===== config.mk =====
export PLATFORM = sky130hd
export DESIGN_NAME = skullfet_bist
export DESIGN_NICKNAME = d
export VERILOG_FILES = /design/src/rtl/skullfet_pkg.sv /design/src/rtl/skullfet_bist_channel.sv /design/src/rtl/skullfet_bist.sv
export SDC_FILE = /design/constraint.sdc
export NUM_CORES = 1
export LEC_CHECK = 0
export BUFFER_PORTS_ARGS = -buffer_cell sky130_fd_sc_hd__buf_2
export CORE_ASPECT_RATIO = 1.75
export CORE_UTILIZATION = 30
export CTS_CLUSTER_DIAMETER = 40
export DETAILED_ROUTE_END_ITERATION = 12
export PLACE_DENSITY = 0.49
export SETUP_SLACK_MARGIN = 0.3
export SLEW_MARGIN = 5
export SYNTH_ARGS = -nofsm -noshare
export SYNTH_HDL_FRONTEND = slang
export SYNTH_SLANG_ARGS = --single-unit

===== constraint.sdc =====
create_clock -name clk -period 5.1 [get_ports clk]
set_clock_uncertainty 0.05 [all_clocks]
set_input_delay 1.02 -clock clk [delete_from_list [all_inputs] [get_ports clk]]
set_output_delay 1.02 -clock clk [all_outputs]
set_load 0.05 [all_outputs]

===== src/rtl/skullfet_pkg.sv =====
// Shared types and helpers for the SkullFET gate-cell self-test engine.
package skullfet_pkg;

    typedef enum logic [2:0] {
        ST_IDLE,
        ST_APPLY,
        ST_SETTLE,
        ST_SAMPLE,
        ST_DONE
    } state_t;

    // Gate-select encodings for the mode input (00 behaves like MODE_BOTH).
    localparam logic [1:0] MODE_INV  = 2'b01;
    localparam logic [1:0] MODE_NAND = 2'b10;
    localparam logic [1:0] MODE_BOTH = 2'b11;

    // Golden gate outputs for one stimulus pair, packed as {nand_y, inv_y}.
    function automatic logic [1:0] gate_expect(input logic a, input logic b);
        return {~(a & b), ~a};
    endfunction

endpackage


===== src/rtl/skullfet_bist_channel.sv =====
// One gate pair under test: stimulus registers, an inverter, a NAND, and the
// per-gate compare against the truth table.
module skullfet_bist_channel (
    input  logic       clk,
    input  logic       rst,
    input  logic       load_i,    // capture vec_i as the new stimulus
    input  logic [1:0] vec_i,     // {a, b}
    input  logic       inject_i,  // inverts both observed outputs
    input  logic [1:0] en_i,      // {nand enable, inv enable}
    output logic [1:0] y_o,       // raw {nand_y, inv_y}
    output logic [1:0] mis_o      // {nand mismatch, inv mismatch}
);
    import skullfet_pkg::*;

    logic       a_q, b_q;
    logic       inv_y, nand_y;
    logic [1:0] obs;

    // Stimulus registers, loaded once per vector in APPLY.
    always_ff @(posedge clk) begin
        if (rst) begin
            a_q <= 1'b0;
            b_q <= 1'b0;
        end else if (load_i) begin
            a_q <= vec_i[1];
            b_q <= vec_i[0];
        end
    end

    assign inv_y  = ~a_q;
    assign nand_y = ~(a_q & b_q);
    assign y_o    = {nand_y, inv_y};

    // Fault injection only affects what the checker sees, never the pins.
    assign obs   = y_o ^ {2{inject_i}};
    assign mis_o = (obs ^ gate_expect(a_q, b_q)) & en_i;

endmodule


===== src/rtl/skullfet_bist.sv =====
// Self-test sequencer: walks every channel through all four input vectors,
// checks the gate outputs and accumulates a saturating error count and a
// sticky per-channel fail mask.
module skullfet_bist #(
    parameter int CHANNELS      = 4,
    parameter int SETTLE_CYCLES = 3,
    parameter int ERR_W         = 8
) (
    input  logic                  clk,
    input  logic                  rst,
    input  logic                  start,
    input  logic [1:0]            mode,
    input  logic [CHANNELS-1:0]   inject,
    output logic                  busy,
    output logic                  done,
    output logic                  pass,
    output logic [ERR_W-1:0]      err_count,
    output logic [CHANNELS-1:0]   fail_mask,
    output logic [2*CHANNELS-1:0] gate_y
);
    import skullfet_pkg::*;

    // Wide enough for 2*CHANNELS (max 16) mismatches per vector.
    localparam int HIT_W = 5;
    localparam int SUM_W = ERR_W + HIT_W;
    localparam logic [ERR_W-1:0] ERR_MAX = {ERR_W{1'b1}};

    state_t                state_q, state_d;
    logic [1:0]            v_q, v_d;
    logic [7:0]            cnt_q, cnt_d;
    logic [1:0]            mode_q, mode_d;
    logic [ERR_W-1:0]      err_q, err_d;
    logic [CHANNELS-1:0]   mask_q, mask_d;

    logic [1:0]            en;
    logic [2*CHANNELS-1:0] mis;
    logic [CHANNELS-1:0]   chan_fail;
    logic [HIT_W-1:0]      hits;

    // Adds this vector's hits to the running count, clamping at all-ones.
    function automatic logic [ERR_W-1:0] sat_add(input logic [ERR_W-1:0] acc,
                                                 input logic [HIT_W-1:0] inc);
        logic [SUM_W-1:0] sum;
        sum = SUM_W'(acc) + SUM_W'(inc);
        return (sum > SUM_W'(ERR_MAX)) ? ERR_MAX : sum[ERR_W-1:0];
    endfunction

    // Decode the latched mode into {nand, inv} check enables.
    always_comb begin
        case (mode_q)
            MODE_INV:  en = 2'b01;
            MODE_NAND: en = 2'b10;
            MODE_BOTH: en = 2'b11;
            default:   en = 2'b11;
        endcase
    end

    for (genvar i = 0; i < CHANNELS; i++) begin : g_ch
        logic [1:0] vec;
        // Rotate the vector per channel so neighbours never see the same inputs.
        assign vec = v_q + 2'(i % 4);

        skullfet_bist_channel u_ch (
            .clk      (clk),
            .rst      (rst),
            .load_i   (state_q == ST_APPLY),
            .vec_i    (vec),
            .inject_i (inject[i]),
            .en_i     (en),
            .y_o      (gate_y[2*i +: 2]),
            .mis_o    (mis[2*i +: 2])
        );

        assign chan_fail[i] = |mis[2*i +: 2];
    end

    // Count mismatching gate samples across all channels.
    always_comb begin
        hits = '0;
        for (int i = 0; i < 2*CHANNELS; i++) begin
            hits = hits + HIT_W'(mis[i]);
        end
    end

    // Next-state logic for the sequencer, counters and result registers.
    always_comb begin
        state_d = state_q;
        v_d     = v_q;
        cnt_d   = cnt_q;
        mode_d  = mode_q;
        err_d   = err_q;
        mask_d  = mask_q;
        case (state_q)
            ST_IDLE, ST_DONE: begin
                if (start) begin
                    state_d = ST_APPLY;
                    v_d     = 2'd0;
                    cnt_d   = 8'd0;
                    mode_d  = mode;
                    err_d   = '0;
                    mask_d  = '0;
                end
            end
            ST_APPLY: begin
                state_d = ST_SETTLE;
                cnt_d   = 8'd0;
            end
            ST_SETTLE: begin
                if (cnt_q == 8'(SETTLE_CYCLES - 1)) begin
                    state_d = ST_SAMPLE;
                end else begin
                    cnt_d = cnt_q + 8'd1;
                end
            end
            ST_SAMPLE: begin
                err_d  = sat_add(err_q, hits);
                mask_d = mask_q | chan_fail;
                if (v_q == 2'd3) begin
                    state_d = ST_DONE;
                end else begin
                    v_d     = v_q + 2'd1;
                    state_d = ST_APPLY;
                end
            end
            default: state_d = ST_IDLE;
        endcase
    end

    // State and result registers; reset discards any partial run.
    always_ff @(posedge clk) begin
        if (rst) begin
            state_q <= ST_IDLE;
            v_q     <= 2'd0;
            cnt_q   <= 8'd0;
            mode_q  <= MODE_BOTH;
            err_q   <= '0;
            mask_q  <= '0;
        end else begin
            state_q <= state_d;
            v_q     <= v_d;
            cnt_q   <= cnt_d;
            mode_q  <= mode_d;
            err_q   <= err_d;
            mask_q  <= mask_d;
        end
    end

    assign busy      = (state_q == ST_APPLY) || (state_q == ST_SETTLE) ||
                       (state_q == ST_SAMPLE);
    assign done      = (state_q == ST_DONE);
    assign pass      = done && (mask_q == '0);
    assign err_count = err_q;
    assign fail_mask = mask_q;

endmodule


# Yosys cells after proc, flatten, opt, wreduce, memory -nomap -nowiden
# Cells that the tools add are included.
[word_totals]
ff_bits = 35
inputBits = 9
output_inout_bits = 23
elab_cells = 96
[op_classes]
add_sub_neg = 12
order_cmp = 1
n_eq_ne = 12
muxes = 15
bitwise_logic = 25
n_reduce_logical = 17
[op_table]
columns = ["cell", "n"]
rows = [
  ["$mux 8", 3],
  ["$pmux 8 s3", 1],
  ["$pmux 8 s2", 1],
  ["$xor 2x2->2", 8],
  ["$add 5x1->5", 3],
  ["$pmux 3 s4", 1],
  ["$reduce_or 2->1", 5],
  ["$add 8x5->9", 1],
  ["$gt 9x8->1 const B", 1],
  ["$mux 3", 3],
  ["$add 8x1->8 const B", 1],
  ["$and 2x2->2", 4],
  ["$eq 8x2->1 const B", 1],
  ["$ne 2x2->1 const B", 4],
  ["$not 1->1", 8],
  ["$pmux 2 s2", 2],
  ["$pmux 4 s2", 1],
  ["$eq 3x2->1 const B", 2],
  ["$reduce_and 2->1", 3],
  ["$reduce_and 3->1", 2],
  ["$add 4x1->5", 1],
  ["$add 2x2->2 const B", 2],
  ["$add 3x1->4", 1],
  ["$and 1x1->1", 4],
  ["16 further kinds", 19],
]

# Depth between registers and ports, before layout
[logic_depth]
ltp_word = 16
ltp_mapped = 13
depth_no_buf = 13

# Modules after synthesis
# A second synthesis with hierarchy kept.
[unflattened]
hier_cells = 233
hier_area_um2 = 1975.6
[modules_own_cells]
columns = ["mod", "instances", "cells_per_inst", "area_per_inst_um2", "seq_area_each_um2"]
rows = [
  ["skullfet_bist", 1, 185, 1565.3, 540.5],
  ["skullfet_bist_channel", 4, 12, 102.6, 40.0],
]

# Worst setup path before layout
# OpenSTA, ideal clock, no wires.
[synth_path]
path_type = "in2reg"
startpoint = "input inject[0]"
endpoint = "register err_q[5], in the netlist err_count[5]"
setup_time_ns = 0.157
arrival_ns = 4.452
required_ns = 4.893
path_slack_ns = 0.441
stages = 12
n_path_buf = 0
path_cell_list = "and2_1 fa_1 inv_1 fa_1 inv_1 fa_1 fa_1 fa_1 a211oi_1 nor4b_1 o31ai_1 a32oi_1"
[synth_between]
elab_chain_len = 14
[synth_lines]
columns = ["item", "line", "rtl"]
rows = [
  ["start, declared", "skullfet_bist.sv:13", "input logic [CHANNELS-1:0] inject,"],
  ["$xor 2x2->2 *", "skullfet_bist_channel.sv:35", "assign obs = y_o ^ {2{inject_i}};"],
  ["$xor 2x2->2 *", "skullfet_bist_channel.sv:36", "assign mis_o = (obs ^ gate_expect(a_q, b_q)) & en_i;"],
  ["$and 2x2->2 *", "skullfet_bist_channel.sv:36", ""],
  ["$add 1x1->2 *", "skullfet_bist.sv:81", "hits = hits + HIT_W'(mis[i]);"],
  ["$add 2x1->3 *", "skullfet_bist.sv:81", ""],
  ["$add 3x1->4 *", "skullfet_bist.sv:81", ""],
  ["$add 4x1->5 *", "skullfet_bist.sv:81", ""],
  ["$add 5x1->5 * (3 in series)", "skullfet_bist.sv:81", ""],
  ["$add 8x5->9 *", "skullfet_bist.sv:44", "sum = SUM_W'(acc) + SUM_W'(inc);"],
  ["$gt 9x8->1", "skullfet_bist.sv:45", "return (sum > SUM_W'(ERR_MAX)) ? ERR_MAX : sum[ERR_W-1:0];"],
  ["$mux 8 *", "skullfet_bist.sv:45", ""],
  ["$pmux 8 s2 *", "skullfet_bist.sv:93", "case (state_q)"],
  ["end signal, assigned", "skullfet_bist.sv:143", "err_q <= err_d;"],
  ["end, declared", "skullfet_bist.sv:32", "logic [ERR_W-1:0] err_q, err_d;"],
]
# Every way passes the cells marked *; elsewhere a longest branch is shown, timed or not.
# A chain may end at the register's enable or synchronous reset.

# Worst setup path in the final report
[layout_path]
startpoint = "input inject[0]"
endpoint = "register err_q[2], in the netlist err_count[2]"
# Same word-level chain as after synthesis.

==> metrics <==
slowest stage delay, CP 0.53 ns; endpoint type of the worst setup path flip-flop; Vias/cell just under 5; CP Data Required Time 5.20 ns; CP delay by family, top adder cells; max-slew violations 0; Post-Synthesis Cells 225; Max Clk Rate around 220 MHz; Synth Area in Compound Gates 14.8%; MaxCap Viol Count 0; Slew @ Worst Pin 0.902 ns; final net count 272; Tmin final 4.58 ns; min-delay src g_ch[0].u_ch.a_q; Antenna Cells 0; Hold Slack 0.428 ns; largest net degree at the start of global routing 27; routed len/inst 14.1 um; GRT Resource Usage Total 14.6%; unrepaired setup endpoints after global routing no; share of layout cells above drive strength 1 18.4%; failing checks design-rule violations; Final ANT Viol Nets 0; die area 6690 um2; Syn Area/Cell around 8.5 um2; Residual DRC 1; Synth top area share 34.6%; final WL about 4600 um; initial antenna violation count 0; Layout area overhead 13.3%; Setup Viol. Count Final 0; Filler cells 678; Synth Area in Simple Gates 26.3%; largest area contributor in the netlist dfxtp_1; critical path class primary input to flip-flop; CTS tree built; fin crit share 89.9%; RD Place Congestion 0.793; clk sink count 33; HPWL Detailed 3460 um; clk slew on worst S/H paths around 0.080 ns; PortBufs 31; latest clock arrival within the worst-skew pair 0.28 ns; htree depth 2; total chip power roughly 1000 uW; Mapped Nets 248; Hold Buf Count CTS 0; Power Density 463 nW/um2; Post-CTS Resized 0; Iteration-0 DRC Markers 70; Die Wd 62.3 um; I/O pin total 32; number of global-route vias before repair between 1500 and 2000; Post-synth ARST share 0%; core box area roughly 6200 um2; largest cells by area after synthesis dfxtp_1, ha_1, nand2_1, fa_1, nor2_1; Worst EP arrival 4.68 ns; CP Buf/Inv Count 3; Setup crit start kind primary input; Synth Area in XOR/XNOR 2.30%; Crit path top cell by count fa_1; Yosys reg bits 33; Netlist Area Pre-Place 1910 um2; crit path max fanout 4; total grt overflow 0; CP max stage cell fa_1; Ys Warns 0; register area share after synthesis 34.6%; DRT Pass-1 Iters 8; setup bufs post-CTS 0; synth unique cells 41; relative slew slack approximately 40%; Top FF cell, synth dfxtp_1; Peak VDD IR 0.200 mV; vias about 1600; CP Cell Sequence buf_2, and2_1, fa_1, inv_1, fa_1, inv_1, fa_1, fa_1, fa_1, a211oi_1, nor4b_1, nor2_1, a211oi_1; mux cell area share after synthesis 3.22%; crit path launch inject[0]; Post-synth EDFFs 0; Pleak 0.000872 uW; RR Startpoint mode_q[0]; CTS buffer count 5; final setup TNS 0 ns; CTS max path bufs 2; Initial Util 30.9%; CTS root buffer clkbuf_8; Die Height 107 um; main combinational cell family by area after synthesis simple AND/OR/NAND/NOR gates; final hold violations 0; status finished with violations; adder-cell share of the synthesized area about 11%; first-pass GRT wire length 7620 um; num rows 38; Hold Path Class flip-flop to flip-flop
[final cells by class]
type                            instances  area (um2)  share of cell area (%)
Clock buffer                            5        68.8                    3.19
Timing Repair Buffer                   32         163                    7.53
Multi-Input combinational cell        164        1100                    51.0
Tap cell                               80         100                    4.63
Sequential cell                        33         661                    30.6
Clock inverter                          3        17.5                   0.811
Inverter                               13        48.8                    2.26
[final timing paths]
path	endpoint	depth (start not counted)	slack, ns
worst min-delay path	g_ch[0].u_ch.a_q	2	0.43
worst min register to register	g_ch[0].u_ch.a_q	2	0.43
worst max-delay path	err_count[2]	13	0.52
worst max register to register	err_count[2]	13	0.81
[synth_stat cells (7+ instances only)]
master and count:
nand3_1 7, inv_1 13, a21oi_1 10, dfxtp_1 33
o21ai_0 7, buf_4 8, a211oi_1 10, nor3_1 8
nand2_1 27, nor2_1 24, and2_1 7, ha_1 9
[sequential cells by signal, summed over array words and instances (netlist names)]
name           count
cnt_q              8
err_count          8
fail_mask          4
g_ch.u_ch.a_q      4
state_q            3
g_ch.u_ch.b_q      2
mode_q             2
v_q                2
[worst reg2reg max path, delay by kind of cell (launching register included)]
kind,cells,cell delay (ns)
buf+inv,2,0.10
simple gates,4,0.76
fa+ha+maj,5,2.43
flops,1,0.33
compound gates,2,0.48
[metal layers]
| layer | routed length, um | global-route usage (%) |
|---|---|---|
| met5 | 0 | 0 |
| met4 | 138 | 7.81 |
| met3 | 140 | 2.33 |
| met2 | 2510 | 27.6 |
| met1 | 1860 | 15.1 |
[stage by stage]
step | std cells | setup WS, ns | utilization, % | area [um2]
2_1_floorplan | 225 | 0.441 | - | 1910
3_3_place_gp | 322 | 0.241 | 33.5 | 2070
3_5_place_dp | 322 | 0.205 | 33.5 | 2070
4_1_cts | 330 | 0.499 | 34.9 | 2160
5_1_grt | 330 | 0.307 | 34.9 | 2160
6_report | 330 | 0.516 | 34.9 | 2160
[logic make-up (layout without fill, tap and decap cells)]
| group | count (synthesis) | count (layout) |
|---|---|---|
| XOR/XNOR | 5 | 5 |
| flip-flops | 33 | 33 |
| adder cells (fa/ha/maj) | 14 | 14 |
| AND/OR/NAND/NOR | 97 | 97 |
| multiplexers | 6 | 6 |
| AO/OA/AOI/OAI | 42 | 42 |
| buffers and inverters | 28 | 53 |
[cells in the final DEF, fill, tap and decap left out, types with 4 or more instances in the layout]
cell      count
nor2_1       24
fa_1          5
nand3b_1      4
buf_2        31
xnor2_1       5
a22oi_1       5
nand2_1      27
dfxtp_1      33
mux2i_1       5
nor3_1        8
and2_1        7
clkbuf_8      5
ha_1          9
nand2b_1      5
o21ai_0       7
a21oi_1      10
a211oi_1     10
nand3_1       7
inv_1        13
[power breakdown]
| part | switching (uW) | leakage, uW | internal, uW | total (uW) |
|---|---|---|---|---|
| registers | 47.7 | 0.000268 | 292 | 340 |
| clock network | 106 | 0.0000439 | 94.3 | 201 |
| logic | 296 | 0.000560 | 163 | 460 |
| total | 450 | 0.000872 | 550 | 1000 |
No activity file was read; power rests on OpenSTA's default activity.
